**config.mk**
```make
export PLATFORM = sky130hd
export DESIGN_NAME = sdr_cmd_arb
export DESIGN_NICKNAME = d
export VERILOG_FILES = /design/src/rtl/sdr_cmd_arb.sv
export SDC_FILE = /design/constraint.sdc
export NUM_CORES = 1
export LEC_CHECK = 0
export ABC_AREA = 1
export ABC_CLOCK_PERIOD_IN_PS = 2100
export BUFFER_PORTS_ARGS = -buffer_cell sky130_fd_sc_hd__buf_2
export CAP_MARGIN = 20
export CORE_ASPECT_RATIO = 0.6
export CORE_MARGIN = 3
export CORE_UTILIZATION = 49
export DETAILED_ROUTE_END_ITERATION = 16
export PLACE_DENSITY = 0.95
export SLEW_MARGIN = 20
export SYNTH_ARGS = -nofsm -noshare
export SYNTH_HDL_FRONTEND = slang
export SYNTH_SLANG_ARGS = --single-unit
export TNS_END_PERCENT = 100
```
**constraint.sdc**
```tcl
create_clock -name clk -period 2.1 [get_ports clk]
set_input_delay 0.42 -clock clk [delete_from_list [all_inputs] [get_ports clk]]
set_output_delay 0.42 -clock clk [all_outputs]
set_load 0.01 [all_outputs]
```
**src/rtl/sdr_cmd_arb.sv**
```systemverilog
// SDRAM command-bus arbiter: shares the command/address pins between the init,
// refresh, write and read engines and schedules the periodic auto-refresh.
module sdr_cmd_arb #(
  parameter int unsigned REF_PERIOD = 1300,
  parameter int unsigned REF_CNT_W  = 11
) (
  input  logic        clk,
  input  logic        rst_n,
  input  logic        init_done,
  input  logic        app_wr_req,
  input  logic        app_rd_req,
  output logic        app_wr_ack,
  output logic        app_rd_ack,
  output logic        ref_req,
  output logic        wr_req,
  output logic        rd_req,
  input  logic        ref_exit,
  input  logic        wr_exit,
  input  logic        rd_exit,
  input  logic [17:0] init_bus,
  input  logic [17:0] ref_bus,
  input  logic [17:0] wr_bus,
  input  logic [17:0] rd_bus,
  output logic [1:0]  sdr_BA,
  output logic [12:0] sdr_A,
  output logic        sdr_nRAS,
  output logic        sdr_nCAS,
  output logic        sdr_nWE,
  output logic        ref_overrun
);

  typedef enum logic [2:0] {
    S_INIT  = 3'd0,
    S_IDLE  = 3'd1,
    S_REF   = 3'd2,
    S_WRITE = 3'd3,
    S_READ  = 3'd4
  } state_t;

  localparam logic [17:0] BUS_NOP = 18'h00007;

  state_t               state_q, state_d;
  logic [REF_CNT_W-1:0] ref_cnt_q, ref_cnt_d;
  logic                 ref_pend_q, ref_pend_d;
  logic                 wr_pend_q, wr_pend_d;
  logic                 rd_pend_q, rd_pend_d;
  logic                 last_wr_q, last_wr_d;
  logic                 ref_req_q, ref_req_d;
  logic                 wr_req_q, wr_req_d;
  logic                 rd_req_q, rd_req_d;
  logic                 ref_overrun_q, ref_overrun_d;
  logic [17:0]          cmd_q, cmd_d;
  logic                 ref_tc;
  logic                 grant_ref, grant_wr, grant_rd;

  // Refresh always wins; wr/rd alternate when both are waiting.
  always_comb begin
    grant_ref = 1'b0;
    grant_wr  = 1'b0;
    grant_rd  = 1'b0;
    if (state_q == S_IDLE) begin
      if (ref_pend_q) begin
        grant_ref = 1'b1;
      end else if (wr_pend_q && rd_pend_q) begin
        grant_rd = last_wr_q;
        grant_wr = !last_wr_q;
      end else begin
        grant_wr = wr_pend_q;
        grant_rd = rd_pend_q;
      end
    end
  end

  always_ff @(posedge clk) begin
    if (!rst_n) state_q <= S_INIT;
    else        state_q <= state_d;
  end

  always_comb begin
    state_d = state_q;
    case (state_q)
      S_INIT:  if (init_done) state_d = S_IDLE;
      S_IDLE: begin
        if (grant_ref)     state_d = S_REF;
        else if (grant_wr) state_d = S_WRITE;
        else if (grant_rd) state_d = S_READ;
      end
      S_REF:   if (ref_exit) state_d = S_IDLE;
      S_WRITE: if (wr_exit)  state_d = S_IDLE;
      S_READ:  if (rd_exit)  state_d = S_IDLE;
      default: state_d = S_INIT;
    endcase
  end

  // Request set takes priority over the grant-clear in the same cycle.
  always_comb begin
    ref_tc    = (state_q != S_INIT) && (ref_cnt_q == REF_CNT_W'(REF_PERIOD - 1));
    ref_cnt_d = ref_cnt_q + REF_CNT_W'(1);
    if ((state_q == S_INIT) || ref_tc) ref_cnt_d = '0;
    ref_pend_d    = ref_tc     || (ref_pend_q && !grant_ref);
    wr_pend_d     = app_wr_req || (wr_pend_q  && !grant_wr);
    rd_pend_d     = app_rd_req || (rd_pend_q  && !grant_rd);
    ref_overrun_d = ref_overrun_q || (ref_tc && ref_pend_q);
    last_wr_d     = last_wr_q;
    if (grant_wr)      last_wr_d = 1'b1;
    else if (grant_rd) last_wr_d = 1'b0;
  end

  always_comb begin
    ref_req_d = grant_ref;
    wr_req_d  = grant_wr;
    rd_req_d  = grant_rd;
    case (state_q)
      S_INIT:  cmd_d = init_bus;
      S_REF:   cmd_d = ref_bus;
      S_WRITE: cmd_d = wr_bus;
      S_READ:  cmd_d = rd_bus;
      default: cmd_d = BUS_NOP;
    endcase
  end

  always_ff @(posedge clk) begin
    if (!rst_n) begin
      ref_cnt_q     <= '0;
      ref_pend_q    <= 1'b0;
      wr_pend_q     <= 1'b0;
      rd_pend_q     <= 1'b0;
      last_wr_q     <= 1'b0;
      ref_req_q     <= 1'b0;
      wr_req_q      <= 1'b0;
      rd_req_q      <= 1'b0;
      ref_overrun_q <= 1'b0;
      cmd_q         <= BUS_NOP;
    end else begin
      ref_cnt_q     <= ref_cnt_d;
      ref_pend_q    <= ref_pend_d;
      wr_pend_q     <= wr_pend_d;
      rd_pend_q     <= rd_pend_d;
      last_wr_q     <= last_wr_d;
      ref_req_q     <= ref_req_d;
      wr_req_q      <= wr_req_d;
      rd_req_q      <= rd_req_d;
      ref_overrun_q <= ref_overrun_d;
      cmd_q         <= cmd_d;
    end
  end

  assign ref_req     = ref_req_q;
  assign wr_req      = wr_req_q;
  assign rd_req      = rd_req_q;
  assign app_wr_ack  = wr_req_q;
  assign app_rd_ack  = rd_req_q;
  assign ref_overrun = ref_overrun_q;
  assign sdr_BA      = cmd_q[17:16];
  assign sdr_A       = cmd_q[15:3];
  assign sdr_nRAS    = cmd_q[2];
  assign sdr_nCAS    = cmd_q[1];
  assign sdr_nWE     = cmd_q[0];

endmodule

```
==> out/summary.txt, run 1 <==
outcome - completed
Site Rows - 17
postcts setup bufs - 0
most area-hungry cell type in the Yosys netlist - dfxtp_1
Final Worst Setup Slack - 477 ps
final antenna-violating net count - 0
Post-Synthesis Cells - 297
Max-slew headroom - 66.4%
cell leakage power - 1.25 nW
critical path arrival - 1780 ps
Final period util - 77.3%
GR Overflow Total - 0
worst skew pair latency - 290 ps
die footprint - 4960 um2
YS warnings - 0
CTS tree - built
average wire per standard cell - 11.8 um
setup TNS - 0 ps
post-DP HPWL - 4020 um
First DRT Iteration DRCs - 69
Post-synth top flop - dfxtp_1
vias per cell - 4.93
CTS max path bufs - 2
RSZ-0062 raised after global routing - no
CTS H-tree depth - 2
DRT Wirelength - 5230 um
DIE HEIGHT - 55.8 um
Starting Density - 53.1%
post-CTS sizing - 0
DRC viols - 0
All-Layer GR Usage - 21.1%
via total after detailed routing - 2188
Yosys top cell area share - 39.6%
share of cells above drive strength 1 - 36.8%
worst path required time - 2260 ps
Detailed Routing Iterations Pass 1 - 4
ANT cells - 0
fin nets - 478
final setup vio count - 0
Max Cap Viol - 0
Design Area, Final - 2620 um2
commonest non-fill, non-tap cells in the layout - nand2_1 (110), buf_2 (103), dfxtp_1 (40), nor2_1 (24), inv_1 (22)
pin count of the biggest net entering global routing - 20
Syn Nets - 378
number of synthesized flops with an enable pin - 0
Slew @ Worst Pin - 500 ps
Clk pin slew, worst setup/hold paths - 70 ps
Tmin final - 1620 ps
Post-DP Area - 2520 um2
crit-path max FO - 19
Hold Fails Final Rpt - 0
RD Place Congestion - 0.800
area delta synth->final - 29.4%
CTS Root Cell - clkbuf_8
CP Capture Type - flip-flop
CTS Buf Count - 5
kind of critical path - reg -> reg
peak supply drop - 0.354 mV
Post-Syn Area per Cell - 6.81 um2
sequential element share of the synthesized area - 39.6%
Filler cells - 334
Multi-input gate area - 995 um2
vias in the first global route - 1941
# hold bufs at CTS - 0
first-pass GRT wire length - 8370 um
post-synth cell types - 25
Setup Skew - 4.00 ps
Slew Viols, Final - 0
most common cell after layout, fill and taps aside - nand2_1
Cells after DPL - 437
Fmax - 616 MHz
ranking of synthesized cells by area - dfxtp_1 (40%), nand2_1 (20%), nor2_1 (4.5%)
Hold Crit Class - in -> reg
Power Dens Cells - 673 nW/um2
Post-synth ARST share - 0%
post-place setup slack - 457 ps
initial antenna violation count - 0
Ports - 104
Worst Setup Start Kind - flip-flop
core area - 3810 um2
I/O Buffers - 103
width of the chip - 88.9 um
clk sink count - 40
Yosys reg bits - 40
synthesized area - 2020 um2
FF/Latch Area - 801 um2
Post-Layout Cell Count - 444
## report_power, final
group / switching, mW / total, mW / internal (mW)
registers: 0.0263 / 0.839 / 0.813
clock network: 0.246 / 0.538 / 0.292
logic: 0.227 / 0.383 / 0.156
total: 0.499 / 1.76 / 1.26
## flip-flops by register name (all words and copies together), names as in the netlist
name	flops
ref_pend_q	1
cmd_q	18
ref_req	1
last_wr_q	1
state_q	3
ref_cnt_q	11
ref_overrun	1
rd_pend_q	1
app_rd_ack	1
wr_pend_q	1
app_wr_ack	1
## logic make-up after synthesis
kind of cell | Yosys count | synth area share (%)
buf+inv | 50 | 11.2
compound gates | 30 | 10.9
fa+ha+maj | 1 | 0.619
simple gates | 173 | 36.4
xor+xnor | 3 | 1.30
flops | 40 | 39.6
## cells in the mapped netlist (3+ instances only)
cell       n
nor2_4     3
nand2_2    4
inv_2     18
nor3_1     6
nand4_1    7
a21oi_1   11
inv_1     22
dfxtp_1   40
buf_4      6
a31oi_2    6
a31oi_1    9
nand3_1   16
nand2_1  110
a21oi_2    3
nor2_1    24
## path summary, 6_finish.rpt
kind,from,end,slack (ps),cells after the start
max,state_q[0]$_SDFFE_PN0P_,ref_cnt_q[8]$_SDFF_PP0_,480,6
min,app_wr_req,wr_pend_q$_SDFF_PN0_,350,3
max reg2reg,state_q[0]$_SDFFE_PN0P_,ref_cnt_q[8]$_SDFF_PP0_,480,6
min reg2reg,ref_cnt_q[0]$_SDFF_PP0_,ref_cnt_q[0]$_SDFF_PP0_,450,1
## metrics by stage
step	utilization (%)	hold slack [ps]	total power [mW]
final	68.7	346	1.76
after detailed placement	66.2	439	1.24
after global routing	68.7	358	1.86
after CTS	68.7	335	1.79
after floorplan	-	418	1.10
after global placement	66.2	427	1.23
## metal layers
| layer | GRT usage, % | part of all wire (%) | vias up |
|---|---|---|---|
| met3 | 5.33 | 9.4 | 5 |
| met5 | 0 | 0 | - |
| met2 | 35.6 | 46 | 88 |
| met1 | 26.3 | 43 | 967 |
| li1 | - | - | 1128 |
| met4 | 6.58 | 1.0 | 0 |
## critical path, cell delays in order (launching register included)
cell and delay [ps]:
dfxtp_1 390, inv_2 90, nand2_2 70, nor2_4 380, inv_2 80, nand3_1 380
nor2_1 100
## area by class of cell
cell class | instances | area share, %
clock buffer | 7 | 3.68
timing repair buffer | 103 | 19.7
inverter | 40 | 5.74
tap | 47 | 2.25
multi-input combinational | 207 | 38.0
sequential | 40 | 30.6
Note: power is estimated with default switching activity, not from simulation.
==> run 2: changes to the inputs <==
--- a/config.mk
+++ b/config.mk
@@ -6,14 +6,14 @@
 export NUM_CORES = 1
 export LEC_CHECK = 0
 export ABC_AREA = 1
-export ABC_CLOCK_PERIOD_IN_PS = 2100
+export ABC_CLOCK_PERIOD_IN_PS = 1400
 export BUFFER_PORTS_ARGS = -buffer_cell sky130_fd_sc_hd__buf_2
 export CAP_MARGIN = 20
 export CORE_ASPECT_RATIO = 0.6
 export CORE_MARGIN = 3
-export CORE_UTILIZATION = 49
+export CORE_UTILIZATION = 41
 export DETAILED_ROUTE_END_ITERATION = 16
-export PLACE_DENSITY = 0.95
+export PLACE_DENSITY = 0.88
 export SLEW_MARGIN = 20
 export SYNTH_ARGS = -nofsm -noshare
 export SYNTH_HDL_FRONTEND = slang
==> constraint.sdc (replaced) <==
create_clock -name clk -period 1.4 [get_ports clk]
set_input_delay 0.28 -clock clk [delete_from_list [all_inputs] [get_ports clk]]
set_output_delay 0.28 -clock clk [all_outputs]
set_load 0.01 [all_outputs]
==> run 2 against run 1 <==
Net effect: die area grew 18%; critical path depth stayed put; first-iteration DRC count is 77% higher; critical endpoint unchanged; largest cell class unchanged.
==> out/summary.txt, run 2 (synthesis results as in run 1) <==
outcome - completed
CTS tree - built
Max Cap Viol - 0
Multi-input gate area - 1030 um2
Tmin final - 1300 ps
vias per cell - 4.92
Slew @ Worst Pin - 311 ps
clk sink count - 40
kind of critical path - reg -> reg
Detailed Routing Iterations Pass 1 - 4
Slew Viols, Final - 0
First DRT Iteration DRCs - 122
Most flops, register - cmd_q
Sw Pwr - 818 uW
Clk pin slew, worst setup/hold paths - 80 ps
Hold Crit Class - in -> reg
Post-Layout Cell Count - 470
CTS max path bufs - 2
vias in the first global route - 1943
DIE HEIGHT - 60.4 um
commonest non-fill, non-tap cells in the layout - nand2_1 (109), buf_2 (103), dfxtp_1 (38), inv_1 (22), nor2_1 (22)
total power - 2.96 mW
combinational power share - 22.7%
DRC viols - 0
Final period util - 92.7%
most common cell after layout, fill and taps aside - nand2_1
CTS H-tree depth - 2
Worst Setup Start Kind - flip-flop
I/O Buffers - 103
core area - 4660 um2
DRT Wirelength - 5950 um
final antenna-violating net count - 0
GR Overflow Total - 0
via total after detailed routing - 2312
share of cells above drive strength 1 - 40.0%
post-DP HPWL - 4520 um
# hold bufs at CTS - 0
average wire per standard cell - 12.7 um
crit-path max FO - 3
Site Rows - 19
peak supply drop - 0.502 mV
fin nets - 487
CTS Root Cell - clkbuf_8
critical path arrival - 1500 ps
die footprint - 5840 um2
worst path required time - 1600 ps
All-Layer GR Usage - 18.8%
Ports - 104
CTS Buf Count - 5
clock share of power - 34.8%
Starting Density - 43.4%
worst hold slack - 193 ps
Largest register FFs - 18
internal power - 2.14 mW
ANT cells - 0
area delta synth->final - 39.3%
Filler cells - 405
final setup vio count - 0
cell leakage power - 1.34 nW
sw frac - 27.7%
RSZ-0062 raised after global routing - yes
Hold Fails Final Rpt - 0
Cells after DPL - 459
Setup Skew - 11.8 ps
pin count of the biggest net entering global routing - 19
FF/Latch Area - 803 um2
Fmax - 770 MHz
Flop pwr share - 42.5%
initial antenna violation count - 0
Power Dens Cells - 1050 nW/um2
Max-slew headroom - 79.2%
first-pass GRT wire length - 8950 um
top flop regs - cmd_q: 18 flops, ref_cnt_q: 11 flops, state_q: 3 flops
CP Capture Type - flip-flop
RD Place Congestion - 0.874
worst skew pair latency - 300 ps
width of the chip - 96.7 um
## run 2: changes by cell type in the layout (fill, tap and decap cells not counted), sizes merged
cell    previous run  this run
clkinv             0         1
bufinv             0         1
buf              103       112
inv               40        39
## run 2: timing repair
item	CTS	global route
resized for setup	3	9
pin swaps	2	0
buffers inserted	3	0
setup endpoints to repair	15	15
endpoints found under the hold margin	0	0
## run 2: worst paths after layout
path	startpoint	slack, ps	endpoint	depth (start not counted)
worst max-delay path	ref_cnt_q[0]$_SDFF_PP0_	100	ref_cnt_q[8]$_SDFF_PP0_	6
worst min-delay path	init_bus[2]	190	cmd_q[2]$_SDFF_PN1_	3
worst max register to register	ref_cnt_q[0]$_SDFF_PP0_	100	ref_cnt_q[8]$_SDFF_PP0_	6
worst min register to register	ref_cnt_q[0]$_SDFF_PP0_	450	ref_cnt_q[0]$_SDFF_PP0_	1
## run 2: per-layer routing
layer  GRT usage (%)  share of wire [%]  wire length (um)
met5               0                  0                 0
met4            7.00                2.2               130
met3            4.59                5.4               321
met2            30.2                 49              2920
met1            25.3                 43              2580
## run 2: final cells by class
cell class | instances | area share [%]
sequential | 40 | 28.5
clock buffer | 7 | 3.42
timing repair buffer | 112 | 22.0
inverter | 40 | 5.51
tap | 63 | 2.80
clock inverter | 1 | 1.07
multi-input combinational | 207 | 36.7
## run 2: through the flow
stage / TNS [ps] / worst slack (ps) / util [%] / cell area (um2)
after floorplan: 0 / 135 / - / 2020
after global placement: 0 / 18.3 / 55.7 / 2600
after detailed placement: -164 / -88.2 / 55.7 / 2600
after CTS: 0 / 61.8 / 59.7 / 2780
after global routing: -26.2 / -26.2 / 60.4 / 2820
final: 0 / 102 / 60.4 / 2820
## run 2: critical path, stage by stage (launching register included)
cell and delay, ps:
dfxtp_1 360, ha_1 200, nand3_1 170, nor3_4 220, nand3_1 120, nand2_1 100, nor2_1 40
## run 2: power groups by stage
stage / sequential [mW] / combinational (mW) / clock, mW
floorplan: 1.31 / 0.332 / 0
global placement: 1.28 / 0.587 / 0
detailed placement: 1.28 / 0.609 / 0
CTS: 1.25 / 0.652 / 1.04
global route: 1.27 / 0.739 / 1.09
finish: 1.26 / 0.670 / 1.03
